==> src/rtl/mem_bus_responder.sv <==
// Memory bus responder: turns single-cycle decoder read/write requests into a
// strobed external access with wait states. Optional ACCESS timeout: MEM_TIMEOUT_EN.
module mem_bus_responder #(
    parameter int         WAIT_CYCLES = 1,
    parameter logic [7:0] TIMEOUT     = 8'd255
) (
    input  logic        i_clk,
    input  logic        i_rst_n,
    input  logic        i_mem_rd,
    input  logic        i_mem_wr,
    input  logic [15:0] i_addr,
    input  logic [15:0] i_wdata,
    output logic [15:0] o_rdata,
    output logic        o_stall,
    output logic        o_err,
    output logic [15:0] o_ext_addr,
    output logic [15:0] o_ext_wdata,
    output logic        o_ext_re,
    output logic        o_ext_we,
    input  logic [15:0] i_ext_rdata,
    input  logic        i_ext_rdy
);
    typedef enum logic [1:0] {IDLE, ACCESS, DONE} state_t;

    state_t      state_q, state_d;
    logic [3:0]  wcnt_q, wcnt_d;
    logic [15:0] addr_q, addr_d;
    logic [15:0] wdata_q, wdata_d;
    logic [15:0] rdata_q, rdata_d;
    logic        wr_q, wr_d;
    logic        err_q, err_d;
    logic [7:0]  tcnt_q, tcnt_d;

    always_ff @(posedge i_clk) begin
        if (!i_rst_n) begin
            state_q <= IDLE;
            wcnt_q  <= '0;
            addr_q  <= '0;
            wdata_q <= '0;
            rdata_q <= '0;
            wr_q    <= 1'b0;
            err_q   <= 1'b0;
            tcnt_q  <= '0;
        end else begin
            state_q <= state_d;
            wcnt_q  <= wcnt_d;
            addr_q  <= addr_d;
            wdata_q <= wdata_d;
            rdata_q <= rdata_d;
            wr_q    <= wr_d;
            err_q   <= err_d;
            tcnt_q  <= tcnt_d;
        end
    end

    always_comb begin
        state_d = state_q;
        wcnt_d  = wcnt_q;
        addr_d  = addr_q;
        wdata_d = wdata_q;
        rdata_d = rdata_q;
        wr_d    = wr_q;
        err_d   = 1'b0;
        tcnt_d  = tcnt_q;
        case (state_q)
            IDLE: begin
                if (i_mem_rd ^ i_mem_wr) begin
                    addr_d  = i_addr;
                    wdata_d = i_wdata;
                    wr_d    = i_mem_wr;
                    wcnt_d  = 4'(WAIT_CYCLES);
                    tcnt_d  = '0;
                    state_d = ACCESS;
                end else if (i_mem_rd && i_mem_wr) begin
                    err_d = 1'b1;
                end
            end
            ACCESS: begin
                if (wcnt_q != 4'd0) begin
                    wcnt_d = wcnt_q - 4'd1;
                end else if (i_ext_rdy) begin
                    if (!wr_q) rdata_d = i_ext_rdata;
                    state_d = DONE;
                end
`ifdef MEM_TIMEOUT_EN
                // Normal completion wins over a timeout landing on the same cycle.
                if (state_d != DONE) begin
                    if (tcnt_q == TIMEOUT - 8'd1) begin
                        err_d   = 1'b1;
                        state_d = DONE;
                        if (!wr_q) rdata_d = 16'hFFFF;
                    end else begin
                        tcnt_d = tcnt_q + 8'd1;
                    end
                end
`endif
            end
            DONE:    state_d = IDLE;
            default: state_d = IDLE;
        endcase
    end

`ifndef MEM_TIMEOUT_EN
    logic unused_timeout;
    assign unused_timeout = ^{TIMEOUT, tcnt_q};
`endif

    always_comb begin
        o_stall  = (state_q == ACCESS) || ((state_q == IDLE) && (i_mem_rd ^ i_mem_wr));
        o_ext_re = (state_q == ACCESS) && !wr_q;
        o_ext_we = (state_q == ACCESS) && wr_q;
    end

    assign o_rdata     = rdata_q;
    assign o_err       = err_q;
    assign o_ext_addr  = addr_q;
    assign o_ext_wdata = wdata_q;
endmodule

==> config.mk <==
export PLATFORM = sky130hd
export DESIGN_NAME = mem_bus_responder
export DESIGN_NICKNAME = d
export VERILOG_FILES = /design/src/rtl/mem_bus_responder.sv
export SDC_FILE = /design/constraint.sdc
export NUM_CORES = 1
export LEC_CHECK = 0
export CAP_MARGIN = 20
export CORE_MARGIN = 2
export CORE_UTILIZATION = 43
export DETAILED_ROUTE_END_ITERATION = 8
export PLACE_DENSITY = 0.95
export SLEW_MARGIN = 20
export SYNTH_ARGS = -nofsm -noshare
export SYNTH_HDL_FRONTEND = slang
export SYNTH_SLANG_ARGS = --single-unit
==> constraint.sdc <==
create_clock -name i_clk -period 3.44 [get_ports i_clk]
set_clock_uncertainty 0.1 [all_clocks]
set_input_delay 0.516 -clock i_clk [delete_from_list [all_inputs] [get_ports i_clk]]
set_output_delay 0.516 -clock i_clk [all_outputs]
set_load 0.005 [all_outputs]
==> impl_metrics.json <==
{
  "leakage_uw": 0.00124,
  "syn-num-nets": 311,
  "seqCellArea_um2": 1120,
  "area_growth_syn_to_layout_pct": 54.2,
  "postCtsSetupBuffers": 0,
  "crit_path_cell_trace": "clkdlybuf4s50_1 > ha_1 > o21bai_2 > inv_1 > clkdlybuf4s50_1",
  "grt_overflow": 0,
  "h-tree-depth": 2,
  "drv_slew": 0,
  "setup_violations": 0,
  "numPortBuffers": 104,
  "clock.fmax_mhz": 369,
  "synth_seq_area_share_pct": 51.7,
  "tightest_slew_ns": 0.683,
  "p_total_uw": 1460,
  "crit_required_ns": 2.82,
  "nNetsFinal": 410,
  "rsz0062_at_grt": "no",
  "p_int_uw": 1060,
  "grt_antenna_before_repair": 0,
  "finalInstanceArea_um2": 3350,
  "synth_edf_count": 0,
  "routabilityCongestion": 0.755,
  "cp_slowest_cell": "clkdlybuf4s50_1",
  "netlist_area_um2": 2170,
  "synth_top_flop_cell": "dfxtp_1",
  "drc": 0,
  "vias": 2036,
  "num_rows": 25,
  "hold_violations": 0,
  "worstHoldPathType": "reg2reg",
  "cellPowerDensity_nw_per_um2": 436,
  "fin_setup_tns_ns": 0,
  "diodes": 0,
  "grt_pass1_wl_um": 8460,
  "grt_max_degree": 38,
  "root_buffer": "clkbuf_8",
  "seqPwrFrac_pct": 50.7,
  "pwr-share-comb_pct": 25.3,
  "drive_gt1_share_pct": 5.92,
  "end_kind": "primary output",
  "grt_usage_pct": 19.9,
  "crit_path_max_incr_delay_ns": 0.44,
  "cts.clk_slew.worst_paths_ns": 0.10,
  "path_class": "in2out",
  "drt-total-wl_um": 5580,
  "synth_top_area_cell": "dfxtp_1",
  "ir_drop_mv": 0.387,
  "wl_per_cell_um": 13.2,
  "core-area_um2": 4790,
  "ys_types": 32,
  "via_per_inst": 4.82,
  "drt_pass1_iterations": 4,
  "yosysMostFrequentCell": "nand2_1",
  "avgSynthCellArea_um2": 8.51,
  "cp.buffers_inverters": 3,
  "grt_pass1_vias": 1859,
  "clock-sinks": 56,
  "synth.top_cell.area_share_pct": 51.7,
  "cts_tree": "built",
  "drt-initial-drc-count": 99,
  "ctsResizeCount": 0,
  "fillCellCount": 377,
  "p_clk_share_pct": 24.0,
  "p_switching_uw": 398,
  "die_w_um": 75.0,
  "dieHeight_um": 75.0,
  "status": "complete, no violations",
  "numCtsBuffers": 5,
  "cts_hold_buf": 0,
  "critPathMaxFanout": 7,
  "cpMostUsedCell": "clkdlybuf4s50_1",
  "synth_commonest_cells": "nand2_1, dfxtp_1, a21oi_1, mux2i_1, clkbuf_1",
  "crit_path_start_kind": "input port",
  "boundaryPins": 105,
  "dp_hpwl_um": 4150,
  "synth-seq-cells": 56,
  "cp_top_family": "buffers and inverters",
  "relSlewSlack_pct": 54.5,
  "multiInputGateArea_um2": 962,
  "power.share.switching_pct": 27.3,
  "ys_async_sr_fraction_pct": 0,
  "clockBufferDepth": 2,
  "die-area_um2": 5630,
  "period_needed_ns": 2.71,
  "place_area_um2": 3260,
  "start_util_pct": 45.3,
  "clock_latency_ns": 0.29,
  "syn_inst": 255,
  "synth.yosys.warnings": 0,
  "worstPathArrival_ns": 2.09,
  "drv_cap": 0,
  "finalCritPeriodShare_pct": 78.7,
  "synth_area_leaders": "dfxtp_1, nand2_1, a21oi_1",
  "antenna_left": 0
}
placed cells by master (no fill, tap or decap), drive strengths merged, types with 3 or more instances in the layout:
cell and instances:
clkbuf 6, clkdlybuf4s50 104, nand2 99, ha 3
mux2i 16, o21ai 3, or4 3, dfxtp 56
inv 5, a21oi 34, a211oi 3, buf 4
per-layer routing:
metal / vias up / GRT usage [%] / part of all wire [%]
li1: 1029 / - / -
met1: 947 / 23.0 / 39
met2: 56 / 35.7 / 55
met3: 4 / 4.95 / 4.6
met4: 0 / 6.55 / 1.1
met5: - / 0 / 0
power by group through the flow:
stage	registers [uW]	logic, uW	clock network [uW]
3_5_place_dp	753	369	0
3_3_place_gp	749	360	0
2_1_floorplan	752	174	0
5_1_grt	745	403	391
4_1_cts	738	371	364
6_report	738	368	350
flip-flops by register name (all words and copies together), names as in the netlist:
signal,count
o_err,1
o_ext_addr,16
o_ext_wdata,16
o_rdata,16
state_q,2
wcnt_q,4
wr_q,1
worst register-to-register path: stages, from the launching register on:
cell	delay, ns
dfxtp_1	0.38
inv_1	0.09
ha_1	0.22
and4bb_1	0.26
or4_4	0.49
a211oi_2	0.21
final cells by class:
cell class / count / area share (%)
clock buffers: 6 / 2.17
well taps: 67 / 2.51
flip-flops and latches: 56 / 33.5
repair buffers: 108 / 32.0
clock inverters: 2 / 0.486
inverters: 5 / 0.561
multi-input cells: 178 / 28.8
cells by family (layout without fill, tap and decap cells):
logic type / count (synthesis) / after routing / synth area share [%]
and+or+nand+nor: 116 / 116 / 23.4
DFF: 56 / 56 / 51.7
AOI/OAI and AO/OA: 43 / 43 / 11.3
buffers and inverters: 21 / 121 / 4.50
muxes: 16 / 16 / 7.38
adders and majority gates: 3 / 3 / 1.73
through the flow:
step           std cells  hold slack, ns  setup slack, ns  util (%)
2_1_floorplan        255           0.351             1.52         -
3_3_place_gp         414           0.341            0.784      68.1
3_5_place_dp         414           0.346            0.746      68.1
4_1_cts              422           0.361            0.740      69.9
5_1_grt              422           0.375            0.637      69.9
6_report             422           0.356            0.732      69.9
worst paths after layout:
check / from / end / slack (ns) / cells past startpoint
min reg2reg: o_ext_addr[8]$_SDFFE_PN0P_ / o_ext_addr[8]$_SDFFE_PN0P_ / 0.36 / 2
max: i_mem_wr / o_stall / 0.73 / 5
max reg2reg: wcnt_q[0]$_SDFFE_PN0P_ / wcnt_q[3]$_SDFFE_PN0P_ / 1.62 / 5
min: o_ext_addr[8]$_SDFFE_PN0P_ / o_ext_addr[8]$_SDFFE_PN0P_ / 0.36 / 2
No activity file was read; power rests on OpenSTA's default activity.
